`src/rtl/uart_rx_fifo.sv`:
```
// uart_rx_fifo: 16x-oversampled 8N1 receiver feeding a first-word-fall-through FIFO,
// with sticky framing and overrun error flags.
module uart_rx_fifo #(
  parameter int CLK_HZ  = 100_000_000,
  parameter int BAUD    = 19200,
  parameter int FIFO_AW = 4
) (
  input  logic               clk,
  input  logic               resetn,
  input  logic               rxd,
  input  logic               rd_en,
  output logic [7:0]         rd_data,
  output logic               rd_valid,
  output logic [FIFO_AW:0]   fifo_count,
  output logic               fe_err,
  output logic               ovr_err,
  input  logic               err_clr
);
  localparam int DIV = (CLK_HZ + 8 * BAUD) / (16 * BAUD);
  localparam int TW  = $clog2(DIV + 1);
  typedef enum logic [2:0] {IDLE, START, DATA, STOP, BRK} state_t;
  logic [1:0]       sync;
  logic             rxs, tick, push, fe_set, pop, full, wr;
  logic [TW-1:0]    tcnt;
  state_t           state;
  logic [3:0]       cnt;
  logic [2:0]       idx;
  logic [7:0]       shreg, push_data;
  logic [FIFO_AW:0] wr_ptr, rd_ptr;
  logic [7:0]       mem [2**FIFO_AW];
  assign rxs  = sync[1];
  assign tick = tcnt == TW'(DIV - 1);
  // Synchroniser resets high so release never looks like a start bit.
  always_ff @(posedge clk or negedge resetn)
    if (!resetn) begin
      sync <= 2'b11;
      tcnt <= '0;
    end else begin
      sync <= {sync[0], rxd};
      tcnt <= tick ? '0 : tcnt + 1'b1;
    end
  always_ff @(posedge clk or negedge resetn)
    if (!resetn) begin
      state     <= IDLE;
      cnt       <= '0;
      idx       <= '0;
      shreg     <= '0;
      push      <= 1'b0;
      push_data <= '0;
      fe_set    <= 1'b0;
    end else begin
      push   <= 1'b0;
      fe_set <= 1'b0;
      if (tick)
        case (state)
          IDLE: if (!rxs) begin
            state <= START;
            cnt   <= '0;
          end
          START: if (cnt == 4'd7) begin
            state <= rxs ? IDLE : DATA;
            cnt   <= '0;
            idx   <= '0;
          end else cnt <= cnt + 1'b1;
          DATA: if (cnt == 4'd15) begin
            shreg <= {rxs, shreg[7:1]};
            idx   <= idx + 1'b1;
            cnt   <= '0;
            if (idx == 3'd7) state <= STOP;
          end else cnt <= cnt + 1'b1;
          STOP: if (cnt == 4'd15) begin
            push      <= rxs;
            push_data <= shreg;
            fe_set    <= !rxs;
            state     <= rxs ? IDLE : BRK;
          end else cnt <= cnt + 1'b1;
          BRK: if (rxs) state <= IDLE;
          default: state <= IDLE;
        endcase
    end
  assign fifo_count = wr_ptr - rd_ptr;
  assign full       = fifo_count[FIFO_AW];
  assign rd_valid   = fifo_count != '0;
  assign pop        = rd_en & rd_valid;
  assign wr         = push & (!full | pop);
  assign rd_data    = rd_valid ? mem[rd_ptr[FIFO_AW-1:0]] : '0;
  always_ff @(posedge clk)
    if (wr) mem[wr_ptr[FIFO_AW-1:0]] <= push_data;
  always_ff @(posedge clk or negedge resetn)
    if (!resetn) begin
      wr_ptr  <= '0;
      rd_ptr  <= '0;
      fe_err  <= 1'b0;
      ovr_err <= 1'b0;
    end else begin
      wr_ptr  <= wr ? wr_ptr + 1'b1 : wr_ptr;
      rd_ptr  <= pop ? rd_ptr + 1'b1 : rd_ptr;
      fe_err  <= fe_set ? 1'b1 : err_clr ? 1'b0 : fe_err;
      ovr_err <= (push & full & !pop) ? 1'b1 : err_clr ? 1'b0 : ovr_err;
    end
endmodule

```
`config.mk`:
```
export PLATFORM = sky130hd
export DESIGN_NAME = uart_rx_fifo
export DESIGN_NICKNAME = d
export VERILOG_FILES = /design/src/rtl/uart_rx_fifo.sv
export SDC_FILE = /design/constraint.sdc
export NUM_CORES = 1
export LEC_CHECK = 0
export BUFFER_PORTS_ARGS = -buffer_cell sky130_fd_sc_hd__buf_2
export CORE_MARGIN = 8
export CORE_UTILIZATION = 36
export DETAILED_ROUTE_END_ITERATION = 12
export GPL_TIMING_DRIVEN = 0
export SETUP_SLACK_MARGIN = 0.2
export SYNTH_ARGS = -nofsm -noshare
export SYNTH_HDL_FRONTEND = slang
export SYNTH_SLANG_ARGS = --single-unit
```
`constraint.sdc`:
```
create_clock -name clk -period 4.6 [get_ports clk]
set_input_delay 0.46 -clock clk [delete_from_list [all_inputs] [get_ports clk]]
set_output_delay 0.46 -clock clk [all_outputs]
set_load 0.03 [all_outputs]
```
# == Word-level counts from Yosys, hierarchy flattened ==
# Memory sizes are Yosys's and may differ from the RTL's.
# Index checks and enable logic that the tools add are counted.
# classes
reduce_logical,14
addsub,6
bitwise_logic,5
n_eq_ne,15
muxes,30
# op_table
op,count
two-way mux 3 bit,9
two-way mux 4 bit,4
one-hot mux 4 bit (4 select lines),1
one-hot mux 3 bit (5 select lines),1
inequality test 2 bit (second input constant),7
two-way mux 1 bit,11
adder 5 x 1 -> 5 bit (second input constant),2
adder 9 x 1 -> 9 bit (second input constant),1
== test 9 bit (second input constant),1
two-way mux 9 bit,1
two-way mux 8 bit,1
AND reduction 4 bit,2
AND reduction 7 bit,1
== test 3 x 2 -> 1 bit (second input constant),2
== test 3 bit (second input constant),2
one-hot mux 3 bit (2 select lines),1
AND reduction 3 bit,2
nonzero test 2 bit,3
nonzero test 5 bit,1
subtractor 5 bit,1
adder 4 x 1 -> 4 bit (second input constant),1
bitwise AND 1 bit,4
== test 4 x 3 -> 1 bit (second input constant),1
== test 4 bit (second input constant),1
other kinds (7),9
# word_totals
in_bits,5
ram_bits,128
n_memories,1
reg_bits,51
output_inout_bits,16
elab_cells,84
# mem_list
name,words,word_bits,read_ports,rd_clocked_by_memory_dff,wr,line,source
mem,16,8,1,0,1,30,logic [7:0] mem [2**FIFO_AW];

# == Depth between registers and ports, before layout ==
# Gate-level depths: netlist of run 1.
# logic_depth
depth_word,7
mapped_depth,11
depth_no_buf,9

# == Worst setup path before layout of run 1 ==
# OpenSTA, ideal clock, no wires.
# synth_timing
kind,reg-to-output
start,register rd_ptr[1]
end,output port rd_data[0]
t_arrival_ns,3.252
setup_slack_ns,0.888
n_path_buf,3
stages_incl_launch_ff,11
required_time_ns,4.140
path_cell_list,dfrtp_1 > clkbuf_1 > clkbuf_1 > inv_1 > fa_1 > xor2_1 > nor3_1 > mux2_2 > and2_0 > clkbuf_1 > nor2b_1
# synth_between
elab_chain_len,3
word_cells_on_any_way,4
classes_between,add/sub (1); mux (1); reduce/logical (1); memory (1)
# synth_rtl
item,line,source
start: declaration,29,"logic [FIFO_AW:0] wr_ptr, rd_ptr;"
start signal: assignment,97,rd_ptr <= pop ? rd_ptr + 1'b1 : rd_ptr;
subtractor 5 bit,81,assign fifo_count = wr_ptr - rd_ptr;
via fifo_count[2],14,"output logic [FIFO_AW:0] fifo_count,"
nonzero test 5 bit,83,assign rd_valid = fifo_count != '0;
two-way mux 8 bit,86,assign rd_data = rd_valid ? mem[rd_ptr[FIFO_AW-1:0]] : '0;
end: declaration,12,"output logic [7:0] rd_data,"
# The timed path passes the listed nets, and every way through them passes these cells.

# == Worst setup path in the final report of run 1 ==
# layout_timing
start,register rd_ptr[2]
end,output port rd_data[3]
# layout_between
elab_chain_len,3
word_cells_on_any_way,4
classes_between,add/sub (1); mux (1); reduce/logical (1); memory (1)
# layout_rtl
item,line
subtractor 5 bit,81
nonzero test 5 bit,83
two-way mux 8 bit (*),86
# Mark *: on every way between the ends. The rest lies on a longest branch, timed or not.

==> impl_metrics.yaml, run 1 <==
status:
  outcome: "completed"
setup_path:
  critical_path_arrival_ns: 3.53
  path_cells: "inv_1 > clkbuf_1 > ha_1 > nand3_1 > and3_1 > or2_2 > clkbuf_1 > and2_0 > clkbuf_1 > nor2b_1 > buf_2"
  rr_worst_depth: 9
  path_buf_inv: 5
  start_kind: "flop"
  cp-end-kind: "output pin"
  rrSetupSlack_ns: 0.94
  cpMaxStageDelayCell: "clkbuf_1"
  critPathKind: "reg -> out"
  reg2reg_to: "mem[8][3]"
  crit_family: "buffers and inverters"
  path_depth: 11
  timing.rr.start: "rd_ptr[2]"
  slowest_delay_ns: 0.65
  cpMostUsedCell: "clkbuf_1"
  critPathMaxFanout: 10
  required_ns: 4.14
hold_path:
  hold_path.class: "in -> reg"
  whs_endpoint: "sync[0]"
  min_from: "rxd"
  holdPathStages: 1
yosys:
  ys_seq_area_share_pct: 68.3
  postSynthCellCount: 434
  yosys.area_share.xor_xnor_pct: 2.10
  syn_nets: 454
  yosysWarningCount: 0
  synth-main-ff-cell: "edfxtp_1"
  synth.area.mux_share_pct: 15.6
  synthDistinctLibCells: 47
  synth-adder-area-share_pct: 2.60
  synth-edff-count: 128
  synth_seq_cells: 179
  async_reset_ff_share_pct: 28.5
  syn_area_mm2: 0.00750
  synth_top_family_by_area: "multiplexers"
  synth_compound_gate_area_share_pct: 2.95
  synth-simple-area-share_pct: 6.41
  avgSynthCellArea_um2: 17.3
sta:
  fmax_ghz: 0.250
  finalHoldViolCount: 0
  tightest_slew_ns: 1.11
  finalSetupTns_ns: 0
  setup_viol: 0
  max_slew_margin_pct: 25.8
  finClkSkew_ns: 0.0137
  fin_crit_ns: 3.99
  rsz0062_at_grt: "false"
  period_share_pct: 86.8
  drv_slew: 0
floorplanning:
  die-width_um: 160
  dieHeight_um: 160
  io_pins: 21
  initial_core_util_pct: 36.8
  die-area_mm2: 0.0257
  core_mm2: 0.0204
  core.rowCount: 52
place:
  portBuffers: 20
  dpl.hpwl_um: 9700
  place.gp.congestion: 0.800
power:
  internal-power_w: 0.00278
  power_switching_w: 0.00113
  power_frac_clock_pct: 38.3
  pwr_density_cell_mw_per_mm2: 455
  p_total_w: 0.00391
  p_leak_nw: 3.46
  switching_share_pct: 28.8
  vdd_drop_max_mv: 0.390
  power_frac_seq_pct: 44.8
  combinationalPowerShare_pct: 16.9
detailed_routing:
  via_per_inst: 5.03
  ant_nets: 0
  drtPass1Iterations: 4
  wl_per_cell_um: 18.8
  drt_iter0_drc: 287
  drc_errors: 0
  route.vias.total: 3808
  drt-total-wl_um: 14300
cts:
  cts.sinks: 179
  hold_buffers: 0
  htreeDepth: 4
  post_cts_buffers: 0
  clkSlewWorstSetupHoldPaths_ns: 0.08
  cts.path.max_buffers: 2
  root_buffer: "clkbuf_16"
  cts_buffers: 17
  cts_tree: "done"
  worstSkewPairLatency_ns: 0.43
cells_and_area:
  area_growth_pct: 14.6
  num_antenna_cells: 0
  postLayoutCoreUtil_pct: 42.2
  drive_gt1_share_pct: 26.7
  nFillCells: 1818
  nets: 494
flow_run:
  max_cap_violations: 0
grt:
  grt_usage_pct: 11.5
  grt_pass1_vias: 3962
  overflow: 0
  antenna_found_initial: 0
  grt_pass1_wl_um: 22600
  grt_max_degree: 52
-- metal layers --
metal,GRT usage (%),part of all wire [%],vias up
li1,-,-,1748
met1,15.5,46,1983
met2,18.2,49,64
met3,2.89,4.2,13
met4,3.31,1.2,0
met5,0,0,-
-- kinds of logic after synthesis --
kind of cell / count (synthesis)
buffers and inverters: 39
multiplexers: 64
AND/OR/NAND/NOR: 88
flip-flops: 179
adder cells (fa/ha/maj): 15
XOR/XNOR: 18
AO/OA/AOI/OAI: 31
-- per-stage QoR --
stage | hold slack (ns) | instance area, um2 | std cells | setup WS [ns]
6_report | 0.129 | 8590 | 757 | 0.607
5_1_grt | 0.113 | 8590 | 757 | 0.305
2_1_floorplan | 0.164 | 7500 | 434 | 0.888
3_3_place_gp | 0.347 | 7940 | 724 | 0.229
4_1_cts | 0.113 | 8580 | 756 | 0.412
3_5_place_dp | 0.349 | 7940 | 724 | 0.0991
-- cells in the mapped netlist (all sizes together), types with 8 or more instances --
| library cell | count | area share (%) |
|---|---|---|
| inv | 19 | 0.95 |
| mux4 | 40 | 12 |
| edfxtp | 128 | 51 |
| clkbuf | 17 | 0.85 |
| ha | 14 | 2.3 |
| nor2b | 8 | 0.67 |
| xnor2 | 12 | 1.4 |
| nor3 | 9 | 0.60 |
| o21ai | 9 | 0.60 |
| mux2 | 20 | 3.1 |
| dfrtp | 49 | 16 |
| nand2 | 19 | 0.95 |
| nor2 | 21 | 1.1 |
-- registers in the layout, indices dropped and copies added (netlist names) --
name       count
push           1
push_data      8
ovr_err        1
fe_set         1
cnt            4
fe_err         1
rd_ptr         5
state          3
tcnt           9
mem          128
shreg          8
sync           2
wr_ptr         5
idx            3
-- worst max-delay path by stage --
stage | from | to
global route | rd_ptr[2] | rd_data[4]
detailed placement | rd_ptr[1] | mem[3][0]
finish | rd_ptr[2] | rd_data[3]
global placement | rd_ptr[1] | mem[0][1]
CTS | rd_ptr[1] | rd_data[3]
floorplan | rd_ptr[1] | rd_data[0]
-- power by group through the flow --
stage               Sequential (W)  Clock, W  Combinational (W)
detailed placement         0.00179         0           0.000668
global route               0.00175   0.00158           0.000717
finish                     0.00175   0.00150           0.000660
CTS                        0.00175   0.00152           0.000671
floorplan                  0.00178         0           0.000504
global placement           0.00179         0           0.000661
-- cells in the final DEF, fill, tap and decap left out, types with 2 or more instances in the layout --
cell	n
nor3_1	6
nor3_2	3
buf_2	23
mux2i_1	4
edfxtp_1	128
o31a_1	2
clkbuf_2	2
dfrtp_1	49
a21o_1	2
mux4_2	40
ha_1	14
inv_8	7
nand2_1	19
clkinv_8	4
dfstp_2	2
a21oi_1	7
nor2_1	21
o21ai_0	8
and3_1	3
nand4_1	3
nor2b_1	8
nand3_1	7
inv_1	19
mux2_2	18
clkbuf_1	15
clkbuf_16	17
nand2b_1	7
and3_2	2
xor2_1	6
o22ai_1	2
o221ai_1	2
xnor2_1	12
-- cell type report --
| type | count | area, um2 | share of cell area [%] |
|---|---|---|---|
| Buffer | 20 | 81.3 | 0.947 |
| Clock buffer | 17 | 425 | 4.95 |
| Clock inverter | 15 | 206 | 2.40 |
| Inverter | 19 | 71.3 | 0.830 |
| Multi-Input combinational cell | 216 | 2240 | 26.1 |
| Sequential cell | 179 | 5120 | 59.6 |
| Tap cell | 270 | 338 | 3.93 |
| Timing Repair Buffer | 21 | 108 | 1.25 |
-- repair_timing --
action | CTS | global route
resized for setup | 3 | 2
endpoints found under the hold margin | 0 | 0
endpoints found under the setup margin | 25 | 1
Power figures use the tool's default switching activity.
==> run 2: changes to the inputs <==
--- a/config.mk
+++ b/config.mk
@@ -6,7 +6,6 @@
 export NUM_CORES = 1
 export LEC_CHECK = 0
 export BUFFER_PORTS_ARGS = -buffer_cell sky130_fd_sc_hd__buf_2
-export CORE_MARGIN = 8
 export CORE_UTILIZATION = 36
 export DETAILED_ROUTE_END_ITERATION = 12
 export GPL_TIMING_DRIVEN = 0
==> impl_metrics.yaml, run 2 (synthesis results as in run 1) <==
grt:
  use_met3_pct: 3.38
  grt_pass1_wl_um: 22200
  grt_use_met2_pct: 24.0
  antenna_found_initial: 0
  grt_max_degree: 52
  grt_usage_pct: 14.1
  met1_usage_pct: 17.4
  grt.busiest_layer: "met2"
  overflow: 0
  grt_pass1_vias: 4011
place:
  place.gp.congestion: 0.786
  dpl.hpwl_um: 9430
  portBuffers: 20
  post-place-ws_ns: 0.505
setup_path:
  cpMaxStageDelayCell: "fa_1"
  critPathMaxFanout: 10
  critical_path_arrival_ns: 3.58
  cp-end-kind: "output pin"
  path_cells: "clkbuf_1 > clkbuf_2 > inv_1 > fa_1 > nand3_1 > a21oi_1 > or2_2 > clkbuf_1 > and2_0 > clkbuf_2 > nor2b_1 > buf_2"
  critPathKind: "reg -> out"
  required_ns: 4.14
  rrSetupSlack_ns: 0.83
  rr_worst_depth: 10
  start_kind: "flop"
  timing.rr.start: "rd_ptr[1]"
  startpoint: "rd_ptr[1]"
  slowest_delay_ns: 0.45
cts:
  cts_tree: "done"
  worstSkewPairLatency_ns: 0.43
  htreeDepth: 4
  cts_buffers: 17
  cts.sinks: 179
  hold_buffers: 0
  cts.path.max_buffers: 2
  root_buffer: "clkbuf_16"
  clkSlewWorstSetupHoldPaths_ns: 0.06
floorplanning:
  die-area_mm2: 0.0214
  core_mm2: 0.0203
  dieHeight_um: 146
  core.rowCount: 52
  die-width_um: 146
  initial_core_util_pct: 36.9
  io_pins: 21
sta:
  drv_slew: 0
  period_share_pct: 87.8
  max_slew_margin_pct: 23.8
  rsz0062_at_grt: "false"
  worst_slack_ns: 0.563
  finClkSkew_ns: 0.0103
  finalHoldViolCount: 0
  setup_viol: 0
  fin_crit_ns: 4.04
  tightest_slew_ns: 1.14
  finalSetupTns_ns: 0
  fmax_ghz: 0.248
hold_path:
  hold_path.class: "in -> reg"
  min_from: "rxd"
  holdPathStages: 1
power:
  combinationalPowerShare_pct: 17.3
  power_switching_w: 0.00103
  internal-power_w: 0.00280
  power_frac_seq_pct: 45.7
  p_leak_nw: 3.44
  power_frac_clock_pct: 36.9
  pwr_density_cell_mw_per_mm2: 449
  switching_share_pct: 26.9
  vdd_drop_max_mv: 0.255
flow_run:
  max_cap_violations: 0
cells_and_area:
  nets: 493
  largest_register_ffs: 128
  num_antenna_cells: 0
  drive_gt1_share_pct: 25.9
  area_growth_pct: 13.9
  final_common_cell: "edfxtp_1"
  layout_common_cells: "edfxtp_1, dfrtp_1, mux4_2"
detailed_routing:
  route.vias.total: 3799
  drc_errors: 0
  wl_per_cell_um: 18.2
  ant_nets: 0
  drt-total-wl_um: 13800
  via_per_inst: 5.03
  drt_iter0_drc: 211
  drtPass1Iterations: 4
status:
  outcome: "completed"
run 2: changes by cell type in the layout (fill, tap and decap cells not counted), sizes merged:
cell / change
inv: -5
clkbuf: +4
buf: -1
bufinv: +1
clkinv: +1
clkinvlp: -1
run 2: path summary, 6_finish.rpt:
path / end
min in group asynchronous: tcnt[1]
max in group asynchronous: push_data[6]
setup / recovery: rd_data[1]
setup reg to reg: mem[4][0]
hold reg to reg: sync[1]
hold / removal: sync[0]
run 2: area by class of cell:
| cell class | instances | area [um2] |
|---|---|---|
| clock inverters | 11 | 129 |
| well taps | 270 | 338 |
| flip-flops and latches | 179 | 5120 |
| multi-input cells | 216 | 2240 |
| clock buffers | 21 | 450 |
| fillers | 1824 | 11800 |
| repair buffers | 20 | 100 |
| plain buffers | 20 | 81.3 |
| inverters | 19 | 71.3 |
run 2: timing repair:
| action | in CTS | in global routing |
|---|---|---|
| buffers inserted | 0 | 0 |
| endpoints found under the setup margin | 2 | 5 |
| gates resized for setup | 1 | 2 |
run 2: per-layer routing:
layer / vias up / wire (um)
met5: - / 0
met4: 0 / 198
met3: 18 / 454
met2: 49 / 7130
met1: 1986 / 5980
li1: 1746 / -
run 2: worst max-delay path, delay by kind of cell, from the launching register on:
kind                       cells  cell delay [ns]
AOI/OAI and AO/OA              1             0.08
adders and majority gates      1             0.45
buffers and inverters          6             1.49
DFF                            1             0.35
and+or+nand+nor                4             0.77
run 2: stage by stage:
step	cell area, um2	cells	hold slack [ns]	util, %	total power (W)
floorplan	7500	434	0.164	-	0.00229
global placement	7940	724	0.348	39.1	0.00245
detailed placement	7960	724	0.349	39.2	0.00247
CTS	8540	756	0.115	42.0	0.00388
global route	8540	756	0.111	42.1	0.00400
finish	8540	756	0.131	42.1	0.00383
run 2: power by group through the flow:
stage                     Clock (W)  Combinational, W  Sequential (W)
final                       0.00142          0.000665         0.00175
after CTS                   0.00145          0.000682         0.00175
after detailed placement          0          0.000680         0.00179
after global routing        0.00152          0.000730         0.00176
after global placement            0          0.000668         0.00179
after floorplan                   0          0.000504         0.00178
==> run 3: changes to the inputs <==
--- a/config.mk
+++ b/config.mk
@@ -7,6 +7,7 @@
 export LEC_CHECK = 0
 export BUFFER_PORTS_ARGS = -buffer_cell sky130_fd_sc_hd__buf_2
 export CORE_UTILIZATION = 36
+export CTS_BUF_LIST = sky130_fd_sc_hd__clkbuf_4 sky130_fd_sc_hd__clkbuf_8
 export DETAILED_ROUTE_END_ITERATION = 12
 export GPL_TIMING_DRIVEN = 0
 export SETUP_SLACK_MARGIN = 0.2
==> constraint.sdc (replaced) <==
create_clock -name clk -period 4.2 [get_ports clk]
set_input_delay 0.42 -clock clk [delete_from_list [all_inputs] [get_ports clk]]
set_output_delay 0.42 -clock clk [all_outputs]
set_load 0.03 [all_outputs]
==> impl_metrics.yaml, run 3 (synthesis results as in run 1) <==
sta:
  finalHoldViolCount: 0
  period_share_pct: 87.8
  setup_viol: 0
  max_slew_margin_pct: 23.5
  finalSetupTns_ns: 0
  fin_crit_ns: 3.69
  finClkSkew_ns: 0.0143
  fmax_ghz: 0.271
  drv_slew: 0
  rsz0062_at_grt: "false"
  tightest_slew_ns: 1.15
cells_and_area:
  multi_input_area_mm2: 0.00224
  drive_gt1_share_pct: 27.2
  seqCellArea_mm2: 0.00512
  area_growth_pct: 11.5
  postLayoutCoreUtil_pct: 41.2
  nFillCells: 1849
  layout_common_cells: "edfxtp_1, dfrtp_1, mux4_2"
  stdcell_area_mm2: 0.00836
  num_antenna_cells: 0
  largest_register_ffs: 128
  nets: 493
  final_common_cell: "edfxtp_1"
grt:
  overflow: 0
  grt_usage_pct: 13.7
  antenna_found_initial: 0
  grt_pass1_wl_um: 21800
  grt_pass1_vias: 3983
  grt_max_degree: 52
cts:
  post_cts_buffers: 0
  cts_tree: "done"
  worstSkewPairLatency_ns: 0.44
  cts.path.max_buffers: 2
  cts_buffers: 17
  cts_resized: 4
  clkSlewWorstSetupHoldPaths_ns: 0.09
  root_buffer: "clkbuf_8"
  hold_buffers: 0
  htreeDepth: 4
  cts.sinks: 179
setup_path:
  cpMostUsedCell: "clkbuf_2"
  reg2reg_to: "mem[7][7]"
  rrSetupSlack_ns: 0.73
  critPathMaxFanout: 10
  path_buf_inv: 6
  start_kind: "flop"
  cp-end-kind: "output pin"
  timing.rr.start: "rd_ptr[1]"
  cpMaxStageDelayCell: "fa_1"
  critPathKind: "reg -> out"
  slowest_delay_ns: 0.44
  critical_path_arrival_ns: 3.27
  crit_family: "buffers and inverters"
  path_cells: "clkbuf_2 > buf_4 > inv_1 > fa_1 > nand3_1 > a21oi_1 > or2_2 > clkbuf_1 > and2_0 > clkbuf_2 > nor2b_1 > buf_2"
  required_ns: 3.78
  rr_worst_depth: 10
detailed_routing:
  drc_errors: 0
  wl_per_cell_um: 18.0
  drt-total-wl_um: 13600
  drt_iter0_drc: 245
  ant_nets: 0
  route.vias.total: 3776
  drtPass1Iterations: 4
  via_per_inst: 4.99
floorplanning:
  core.rowCount: 52
  die-area_mm2: 0.0214
  dieHeight_um: 146
  core_mm2: 0.0203
  die-width_um: 146
  initial_core_util_pct: 36.9
  io_pins: 21
power:
  vdd_drop_max_mv: 0.207
  p_leak_nw: 3.37
  pwr_density_cell_mw_per_mm2: 457
hold_path:
  hold_path.class: "in -> reg"
  holdPathStages: 1
  min_from: "rxd"
  whs_endpoint: "sync[0]"
place:
  place.gp.congestion: 0.786
  dpl.hpwl_um: 9430
  post_dp_cell_area_mm2: 0.00796
  portBuffers: 20
flow_run:
  max_cap_violations: 0
status:
  outcome: "completed"
[run 3: worst max path at each step]
stage	from	end	depth (start not counted)
after detailed placement	rd_ptr[1]	mem[7][4]	10
after floorplan	rd_ptr[1]	rd_data[0]	10
after global routing	rd_ptr[1]	rd_data[1]	11
final	rd_ptr[1]	rd_data[1]	12
after CTS	rd_ptr[1]	rd_data[1]	11
after global placement	rd_ptr[1]	mem[0][4]	10
[run 3: layer usage]
layer	vias up	track usage (%)	part of all wire, %	wire length (um)
met1	1984	17.1	44	6030
met4	0	3.23	0.73	100
met3	8	3.47	3.0	412
met5	-	0	0	0
li1	1741	-	-	-
met2	43	23.8	52	7070
[run 3: metrics by stage]
stage	cells	power [W]	hold WS, ns	worst slack [ns]
after floorplan	434	0.00250	0.124	0.528
after global placement	724	0.00269	0.348	-0.177
after detailed placement	724	0.00270	0.349	0.105
after CTS	756	0.00387	0.0465	0.307
after global routing	756	0.00400	0.0369	0.236
final	756	0.00382	0.0794	0.512
[run 3: power breakdown]
part	leakage [nW]	internal, W	switching (W)
sequential	2.16	0.00190	0.0000189
clock	0.208	0.000572	0.000597
combinational	1.00	0.000278	0.000456
total	3.37	0.00275	0.00107
[run 3: area by class of cell]
cell class	instances	area share [%]
Multi-Input combinational cell	216	26.8
Inverter	19	0.853
Buffer	20	1.05
Tap cell	270	4.04
Timing Repair Buffer	20	1.20
Clock buffer	21	3.23
Clock inverter	11	1.54
Sequential cell	179	61.3
